===== src/rtl/pipe_hazard_ctrl_pkg.sv =====
// Shared types for the pipeline hazard/stall scheduler: forwarding selects,
// scheduler FSM states and the per-stage stall/flush strobe bundle.
package pipe_hazard_ctrl_pkg;

    // EX operand source select
    typedef enum logic [1:0] {
        FWD_RF  = 2'b00,   // register file value from ID/EX
        FWD_MEM = 2'b01,   // EX/MEM result
        FWD_WB  = 2'b10    // MEM/WB result
    } fwd_sel_t;

    // Data-memory wait tracking
    typedef enum logic [1:0] {
        HZ_RUN      = 2'b00,
        HZ_MEM_WAIT = 2'b01,
        HZ_ERR      = 2'b10
    } hz_state_t;

    // $0 is hard-wired to zero: never a real producer
    localparam logic [4:0] REG_ZERO = 5'd0;

    // One bundle for every pipeline-register control strobe
    typedef struct packed {
        logic stall_if;
        logic stall_id;
        logic stall_ex;
        logic stall_mem;
        logic flush_id;
        logic flush_ex;
        logic flush_wb;
    } hz_strobe_t;

endpackage


===== src/rtl/pipe_hazard_ctrl_fwd_sel.sv =====
// Forwarding compare for one EX operand: the youngest in-flight producer
// (MEM) wins over the older one (WB); $0 is never forwarded.
module pipe_fwd_sel
    import pipe_hazard_ctrl_pkg::*;
(
    input  logic [4:0] ex_src,
    input  logic [4:0] mem_rd,
    input  logic       mem_regwrite,
    input  logic [4:0] wb_rd,
    input  logic       wb_regwrite,
    output fwd_sel_t   sel
);

    // Priority compare: MEM result first, then WB result, else register file
    always_comb begin
        if (mem_regwrite && (mem_rd != REG_ZERO) && (mem_rd == ex_src)) begin
            sel = FWD_MEM;
        end else if (wb_regwrite && (wb_rd != REG_ZERO) && (wb_rd == ex_src)) begin
            sel = FWD_WB;
        end else begin
            sel = FWD_RF;
        end
    end

endmodule


===== src/rtl/pipe_hazard_ctrl.sv =====
// Hazard/stall scheduler for the 5-stage pipeline. Combines data-memory wait
// stalls, EX redirects and load-use hazards into per-stage stall/flush
// strobes, selects EX operand forwarding, and counts stall/flush cycles.
module pipe_hazard_ctrl
    import pipe_hazard_ctrl_pkg::*;
#(
    parameter int MEM_TIMEOUT = 255,
    parameter int TO_W        = 8,
    parameter int CNT_W       = 32
) (
    input  logic             clk,
    input  logic             rst_n,
    input  logic [4:0]       id_rs,
    input  logic [4:0]       id_rt,
    input  logic             id_use_rs,
    input  logic             id_use_rt,
    input  logic [4:0]       ex_rs,
    input  logic [4:0]       ex_rt,
    input  logic [4:0]       ex_rd,
    input  logic             ex_regwrite,
    input  logic             ex_memread,
    input  logic             ex_redirect,
    input  logic [4:0]       mem_rd,
    input  logic             mem_regwrite,
    input  logic             mem_req,
    input  logic             dmem_ready,
    input  logic [4:0]       wb_rd,
    input  logic             wb_regwrite,
    output logic             stall_if,
    output logic             stall_id,
    output logic             stall_ex,
    output logic             stall_mem,
    output logic             flush_id,
    output logic             flush_ex,
    output logic             flush_wb,
    output logic [1:0]       fwd_a,
    output logic [1:0]       fwd_b,
    output logic             mem_err,
    output logic [CNT_W-1:0] stall_cnt,
    output logic [CNT_W-1:0] flush_cnt
);

    hz_state_t       state_q, state_d;
    logic [TO_W-1:0] wait_q, wait_d;
    logic            mem_err_d;
    hz_strobe_t      strb;
    logic            mem_stall;
    logic            load_use;
    fwd_sel_t        fwd_a_sel, fwd_b_sel;

    pipe_fwd_sel u_fwd_a (
        .ex_src       (ex_rs),
        .mem_rd       (mem_rd),
        .mem_regwrite (mem_regwrite),
        .wb_rd        (wb_rd),
        .wb_regwrite  (wb_regwrite),
        .sel          (fwd_a_sel)
    );

    pipe_fwd_sel u_fwd_b (
        .ex_src       (ex_rt),
        .mem_rd       (mem_rd),
        .mem_regwrite (mem_regwrite),
        .wb_rd        (wb_rd),
        .wb_regwrite  (wb_regwrite),
        .sel          (fwd_b_sel)
    );

    // State register: FSM state, wait-cycle counter and sticky error flag
    always_ff @(posedge clk) begin
        // NOTE: non-blocking assignments so every register samples pre-edge values.
        if (!rst_n) begin
            state_q <= HZ_RUN;
            wait_q  <= '0;
            mem_err <= 1'b0;
        end else begin
            state_q <= state_d;
            wait_q  <= wait_d;
            mem_err <= mem_err_d;
        end
    end

    // Next-state logic: track consecutive dmem wait edges, give up after MEM_TIMEOUT
    always_comb begin
        // NOTE: defaults first so no path through the case leaves a value unassigned (no latch).
        state_d   = state_q;
        wait_d    = wait_q;
        mem_err_d = mem_err;
        case (state_q)
            HZ_RUN: begin
                if (mem_req && !dmem_ready) begin
                    state_d = HZ_MEM_WAIT;
                    wait_d  = TO_W'(1);
                end
            end
            HZ_MEM_WAIT: begin
                if (dmem_ready) begin
                    state_d = HZ_RUN;
                    wait_d  = '0;
                end else if (wait_q == TO_W'(MEM_TIMEOUT)) begin
                    state_d   = HZ_ERR;
                    mem_err_d = 1'b1;
                end else begin
                    wait_d = wait_q + 1'b1;
                end
            end
            HZ_ERR: begin
                state_d = HZ_ERR;
            end
            default: begin
                state_d = HZ_RUN;
                wait_d  = '0;
            end
        endcase
    end

    // Output logic: prioritised stall/flush strobes (mem-wait > redirect > load-use)
    always_comb begin
        mem_stall = !dmem_ready &&
                    (((state_q == HZ_RUN) && mem_req) || (state_q == HZ_MEM_WAIT));
        load_use  = ex_memread && ex_regwrite && (ex_rd != REG_ZERO) &&
                    ((id_use_rs && (id_rs == ex_rd)) || (id_use_rt && (id_rt == ex_rd)));
        strb = '0;
        if (!rst_n) begin
            strb = '0;
        end else if (state_q == HZ_ERR) begin
            strb.stall_if  = 1'b1;
            strb.stall_id  = 1'b1;
            strb.stall_ex  = 1'b1;
            strb.stall_mem = 1'b1;
        end else if (mem_stall) begin
            strb.stall_if  = 1'b1;
            strb.stall_id  = 1'b1;
            strb.stall_ex  = 1'b1;
            strb.stall_mem = 1'b1;
            strb.flush_wb  = 1'b1;
        end else if (ex_redirect) begin
            // The ID instruction is wrong-path, so a pending load-use is moot
            strb.flush_id = 1'b1;
            strb.flush_ex = 1'b1;
        end else if (load_use) begin
            strb.stall_if = 1'b1;
            strb.stall_id = 1'b1;
            strb.flush_ex = 1'b1;
        end
    end

    assign stall_if  = strb.stall_if;
    assign stall_id  = strb.stall_id;
    assign stall_ex  = strb.stall_ex;
    assign stall_mem = strb.stall_mem;
    assign flush_id  = strb.flush_id;
    assign flush_ex  = strb.flush_ex;
    assign flush_wb  = strb.flush_wb;
    assign fwd_a     = rst_n ? fwd_a_sel : FWD_RF;
    assign fwd_b     = rst_n ? fwd_b_sel : FWD_RF;

    // Saturating performance counters for stall and flush cycles
    always_ff @(posedge clk) begin
        if (!rst_n) begin
            stall_cnt <= '0;
            flush_cnt <= '0;
        end else begin
            if (strb.stall_if && (stall_cnt != '1)) stall_cnt <= stall_cnt + 1'b1;
            if (strb.flush_id && (flush_cnt != '1)) flush_cnt <= flush_cnt + 1'b1;
        end
    end

endmodule


===== config.mk =====
export PLATFORM = sky130hd
export DESIGN_NAME = pipe_hazard_ctrl
export DESIGN_NICKNAME = d
export VERILOG_FILES = /design/src/rtl/pipe_hazard_ctrl_pkg.sv /design/src/rtl/pipe_hazard_ctrl_fwd_sel.sv /design/src/rtl/pipe_hazard_ctrl.sv
export SDC_FILE = /design/constraint.sdc
export NUM_CORES = 1
export LEC_CHECK = 0
export ABC_AREA = 1
export CAP_MARGIN = 0
export CELL_PAD_IN_SITES_DETAIL_PLACEMENT = 1
export CELL_PAD_IN_SITES_GLOBAL_PLACEMENT = 2
export CORE_MARGIN = 2
export CORE_UTILIZATION = 26
export CTS_CLUSTER_DIAMETER = 100
export DETAILED_ROUTE_END_ITERATION = 8
export PLACE_DENSITY = 0.9
export SYNTH_ARGS = -nofsm -noshare
export SYNTH_HDL_FRONTEND = slang
export SYNTH_SLANG_ARGS = --single-unit
export TNS_END_PERCENT = 1

===== constraint.sdc =====
create_clock -name clk -period 2.5 [get_ports clk]
set_clock_uncertainty 0.2 [all_clocks]
set_input_delay 0.5 -clock clk [delete_from_list [all_inputs] [get_ports clk]]
set_output_delay 0.5 -clock clk [all_outputs]
set_load 0.01 [all_outputs]

==> results.yml, run 1 <==
final_layout:
  fin_nets: 1072
  drive_above_1_share: 0.116
  fillers: 2544
  synthToLayoutAreaGrowth_pct: 43.5
  seqCellArea_um2: 1500
  utilization: 0.382
  diodes: 0
  final_cell_area_um2: 7480
  instances_no_fill: 1292
  multiInputGateArea_um2: 3320
min_path:
  worstHoldStart: "mem_err"
  hold_class: "register to register"
power:
  p_sw_frac: 0.259
  p_total_mw: 3.01
  p_sw_mw: 0.780
  p_seq_frac: 0.404
  p_leak_nw: 3.13
  p_int_mw: 2.23
  max-vdd-ir-drop_v: 0.000212
  clock_power_share: 0.451
  p_per_area_nw_per_um2: 402
  comb_power_share: 0.145
synth:
  synth_top_area_cell: "dfxtp_1"
  synth.yosys.seq_area_share: 0.288
  ys_ff_latch: 75
  synthesis.nets: 906
  synthCells: 857
  yosys.cell_types.count: 31
  yosysTopAreaCellShare: 0.288
  synth_area_um2: 5210
  netlist_top_cells_area: "dfxtp_1, nand2_1, nor2_1, a21oi_1, xor2_1"
  syn_avg_cell_area_um2: 6.08
  ys.warnings.count: 0
timing:
  period_share: 0.985
  setup_viol: 0
  report.final.slew_viol_count: 0
  tightest_slew_ns: 0.606
  slew-limit-headroom: 0.596
  setup_ws_ns: 0.0373
  grt_setup_unrepaired: "yes"
  fmax_mhz: 406
  fin_crit_ns: 2.46
  finalHoldViolCount: 0
die:
  die_x_um: 146
  rows: 51
  core_region_area_um2: 19600
  die_h_um: 146
  start_util: 0.266
  io-pin-count: 122
  dieArea_um2: 21200
placed_design:
  pre_cts_ws_ns: -0.623
  place_inst: 1274
  io_buffers: 121
  dp_hpwl_um: 14800
  place_area_um2: 7070
  globalplace.congestion: 0.860
worst_setup_path:
  arrival_ns: 1.76
  required_ns: 1.80
  cp_cell_sequence: "clkdlybuf4s50_1 -> nand3_1 -> nand2_2 -> o21ai_4 -> buf_4 -> inv_1 -> dlygate4sd2_1"
  critPathCaptureType: "primary output"
  critPathMaxFanout: 2
  path_class: "input pin to primary output"
  startpoint: "mem_req"
  r2r-start: "stall_cnt[1]"
  slowest_delay_ns: 0.49
  start_kind: "input pin"
  cp_slowest_cell: "clkdlybuf4s50_1"
detailed_routing:
  ant_nets: 0
  viasPerCell: 4.67
  drc: 0
  vias: 6031
  detail_route.wl_per_cell_um: 14.7
  first_iter_violations: 311
  drt_wl_total_um: 19000
  dr.pass1.iters: 4
clocking:
  cts.clk_slew.worst_paths_ns: 0.05
  insertion_delay_ns: 0.34
  cts_tree: "done"
  clkSinkCount: 75
  cts_made_buffers: 9
  postCtsHoldBufs: 0
  clockRootBuffer: "clkbuf_16"
  htree_levels: 3
  cts_buffer_depth: 2
grt:
  antenna_found_initial: 0
  grt_pass1_wl_um: 31400
  grt_max_degree: 52
  grt_util_all_layers: 0.179
  grt_pass1_vias: 6157
  overflow: 0
job:
  drv_cap: 0
run_status:
  status: "completed"
==> path summary, 6_finish.rpt <==
check | to | slack, ns | cells after the start
worst max-delay path | stall_mem | 0.04 | 7
worst min-delay path | mem_err | 0.25 | 2
worst max register to register | stall_cnt[26] | 0.18 | 10
worst min register to register | mem_err | 0.25 | 2
==> cells in the mapped netlist, drive strengths merged <==
library cell and n:
nor3 28, nand4 11, buf 15, o21ai 12
nand3b 12, clkbuf 10, inv 86, a21boi 1
a21oi 74, and2 1, nor4 3, nand2 289
o22ai 1, or2 5, nand3 68, a22oi 1
ha 3, xnor2 17, nor2 104, dfxtp 75
xor2 41
==> cells in the final DEF (no fill, tap or decap), types with 3 or more instances in the layout <==
cell and count:
buf_12 4, clkbuf_16 9, nand2_2 4, inv_1 78
nor3_2 3, clkdlybuf4s50_1 74, buf_2 7, nand2_1 283
a21oi_1 74, nand4_1 10, nand3_1 66, nand3b_1 12
inv_2 8, buf_4 55, o21ai_0 9, dlygate4sd2_1 12
dlymetal6s2s_1 24, xor2_1 40, dfxtp_1 75, or2_2 5
nor2_1 99, nor3_1 25, xnor2_1 17, nor2_2 3
==> what timing repair did <==
item / CTS / global route
buffers inserted: 0 / 3
gates resized for setup: 56 / 46
pin swaps: 1 / 12
cloned: 0 / 0
setup endpoints to repair: 12 / 39
==> cell families after synthesis <==
kind of cell | share of synthesized area
and+or+nand+nor | 0.429
buffers and inverters | 0.0920
adders and majority gates | 0.00720
DFF | 0.288
xor gates and xnor gates | 0.0975
AOI/OAI and AO/OA | 0.0867
==> worst max-delay path: cells and delay by family <==
kind / cells / cell delay, ns
buf+inv: 4 / 0.97
simple gates: 2 / 0.23
compound gates: 1 / 0.07
==> stage by stage <==
step,TNS (ns),hold WS [ns]
2_1_floorplan,0,0.263
3_3_place_gp,-13.48,0.238
3_5_place_dp,-16.77,0.244
4_1_cts,-0.652,0.250
5_1_grt,-0.0649,0.284
6_report,0,0.247
==> state kept, by name, summed over array words and instances, names as in the netlist <==
signal and count:
wait_q 8, mem_err 1, flush_cnt 32, state_q 2
stall_cnt 32
==> metal layers <==
metal	up-vias	global-route usage	wire length, µm
met5	-	0	0
met4	0	0.0618	346
li1	3043	-	-
met1	2857	0.232	8960
met3	29	0.0292	624
met2	102	0.302	9050
==> power by group through the flow <==
stage	sequential (mW)	combinational, mW	clock [mW]
floorplan	1.24	0.197	0
detailed placement	1.24	0.435	0
global placement	1.24	0.429	0
finish	1.21	0.435	1.36
global route	1.21	0.483	1.44
CTS	1.21	0.436	1.40
==> area by class of cell <==
class,count,area share
clock buffers,13,0.0348
multi-input cells,671,0.444
inverters,86,0.0432
flip-flops and latches,75,0.201
clock inverters,2,0.00468
well taps,265,0.0443
repair buffers,180,0.228
Power figures use the tool's default switching activity.
==> inputs of run 2 (changes only) <==
--- a/config.mk
+++ b/config.mk
@@ -13,8 +13,8 @@
 export CORE_UTILIZATION = 26
 export CTS_CLUSTER_DIAMETER = 100
 export DETAILED_ROUTE_END_ITERATION = 8
-export PLACE_DENSITY = 0.9
+export PLACE_DENSITY_LB_ADDON = 0.08
+export SLEW_MARGIN = 25
 export SYNTH_ARGS = -nofsm -noshare
 export SYNTH_HDL_FRONTEND = slang
 export SYNTH_SLANG_ARGS = --single-unit
-export TNS_END_PERCENT = 1
==> run 2 against run 1 <==
  * Non-clock buffer count rose by 1
  * Via count fell by 2.1%
  * Sequential cell count did not move
  * Final cell count rose by 0.23%
  * Critical path depth did not move
  * Maximum frequency rose by 1.2%
  * Sequential share of layout area rose by 0.094 points
  * Register-to-register slack improved by 0.09 ns
  * Global-route usage rose by 0.41 points
  * Worst hold slack improved by 0.0039 ns
==> results.yml, run 2 (same netlist as run 1, synthesis figures left out) <==
worst_setup_path:
  cp_cell_sequence: "clkdlybuf4s50_1 -> o21ai_4 -> nor4_2 -> buf_4 -> buf_4 -> nor3_2 -> buf_2"
  slowest_delay_ns: 0.51
  start_kind: "input pin"
  cp_slowest_cell: "clkdlybuf4s50_1"
  critPathMaxFanout: 2
  required_ns: 1.80
  arrival_ns: 1.73
  r2r_cells: 11
  path_class: "input pin to primary output"
  cp_common_cell: "buf_4"
  critPathCaptureType: "primary output"
die:
  core_region_area_um2: 19600
  rows: 51
  die_h_um: 146
  io-pin-count: 122
  dieArea_um2: 21200
  die_x_um: 146
  start_util: 0.266
timing:
  fin_crit_ns: 2.43
  tns_ns: 0
  setup_viol: 0
  tightest_slew_ns: 0.443
  period_share: 0.973
  fmax_mhz: 411
  slew-limit-headroom: 0.703
  grt_setup_unrepaired: "yes"
  setup_ws_ns: 0.0669
  whs_ns: 0.251
  report.final.slew_viol_count: 0
  finalHoldViolCount: 0
placed_design:
  pre_cts_ws_ns: -0.647
  dp_hpwl_um: 15300
  globalplace.congestion: 0.846
  place_area_um2: 7060
  io_buffers: 121
grt:
  antenna_found_initial: 1
  overflow: 0
  grt_pass1_vias: 6038
  grt_util_all_layers: 0.183
  grt_max_degree: 34
  grt_pass1_wl_um: 31500
clocking:
  postCtsHoldBufs: 0
  clockRootBuffer: "clkbuf_16"
  cts_made_buffers: 9
  cts_tree: "done"
  cts_buffer_depth: 2
  htree_levels: 3
  cts.clk_slew.worst_paths_ns: 0.06
  clkSinkCount: 75
  insertion_delay_ns: 0.35
power:
  p_per_area_nw_per_um2: 424
  max-vdd-ir-drop_v: 0.000288
  p_leak_nw: 3.04
detailed_routing:
  viasPerCell: 4.56
  vias: 5907
  drt_wl_total_um: 19100
  drc: 0
  detail_route.wl_per_cell_um: 14.7
  ant_nets: 0
  dr.pass1.iters: 4
  first_iter_violations: 223
min_path:
  min_delay_path_depth: 2
  hold_class: "register to register"
final_layout:
  final_cell_area_um2: 7440
  drive_above_1_share: 0.117
  synthToLayoutAreaGrowth_pct: 42.9
  utilization: 0.380
  final_common_cell: "nand2_1"
  reg_top3: "flush_cnt (32), stall_cnt (32), wait_q (8)"
  fin_nets: 1073
  fillers: 2611
  final_cell_mix: "nand2_1, nor2_1, inv_1, clkdlybuf4s50_1, dfxtp_1"
job:
  drv_cap: 0
run_status:
  status: "completed"
## run 2: cell count changes in the layout (fill, tap and decap cells not counted), moves of 2 or more
cell / previous run / this run
clkbuf_1: 2 / 0
or2_2: 5 / 2
clkdlybuf4s50_1: 74 / 78
or2_4: 0 / 3
dlygate4sd2_1: 12 / 18
nand2_1: 283 / 285
inv_6: 0 / 2
dlymetal6s2s_1: 24 / 11
buf_4: 55 / 57
## run 2: layout make-up
cell class | instances | area (µm²) | share of cell area
Inverter | 86 | 323 | 0.0434
Clock inverter | 5 | 82.6 | 0.0111
Clock buffer | 11 | 253 | 0.0339
Antenna cell | 1 | 2.50 | 0.000336
Multi-Input combinational cell | 671 | 3290 | 0.442
Timing Repair Buffer | 181 | 1660 | 0.223
Tap cell | 265 | 332 | 0.0445
Sequential cell | 75 | 1500 | 0.202
## run 2: what timing repair did
item	in CTS	in global routing
buffers inserted	2	1
setup endpoints to repair	11	37
pin swaps	11	15
cloned	0	0
gates resized for setup	74	26
## run 2: path summary, 6_finish.rpt
path | start | end | slack [ns]
max | mem_regwrite | fwd_b[1] | 0.07
min | mem_err | mem_err | 0.25
max reg2reg | flush_cnt[1] | flush_cnt[3] | 0.27
min reg2reg | mem_err | mem_err | 0.25
## run 2: stage by stage
step | std cells | total power, mW
floorplan | 857 | 1.44
global placement | 1275 | 1.67
detailed placement | 1275 | 1.67
CTS | 1293 | 3.20
global route | 1295 | 3.30
finish | 1295 | 3.15
## run 2: layer usage
metal | share of wire | track usage | up-vias | routed length [µm]
met4 | 0.0093 | 0.0426 | 0 | 177
met1 | 0.51 | 0.259 | 2722 | 9780
met5 | 0 | 0 | - | 0
met2 | 0.42 | 0.279 | 117 | 8070
met3 | 0.055 | 0.0467 | 15 | 1050
li1 | - | - | 3053 | -
## run 2: critical path: cells and delay by family
family          cells  cell delay (ns)
compound gates      1             0.09
buf+inv             4             0.89
simple gates        2             0.25
## run 2: power by group
group	leakage (nW)	total, mW	switching [mW]	internal [mW]
registers	0.605	1.21	0.00904	1.20
logic	2.27	0.421	0.229	0.192
clock network	0.167	1.52	0.584	0.936
total	3.04	3.15	0.822	2.33
==> inputs of run 3 (changes only) <==
--- a/config.mk
+++ b/config.mk
@@ -6,7 +6,7 @@
 export NUM_CORES = 1
 export LEC_CHECK = 0
 export ABC_AREA = 1
-export CAP_MARGIN = 0
+export CAP_MARGIN = 20
 export CELL_PAD_IN_SITES_DETAIL_PLACEMENT = 1
 export CELL_PAD_IN_SITES_GLOBAL_PLACEMENT = 2
 export CORE_MARGIN = 2
==> results of run 3 <==
The final DEF is identical to that of run 2; final timing and power are the same.
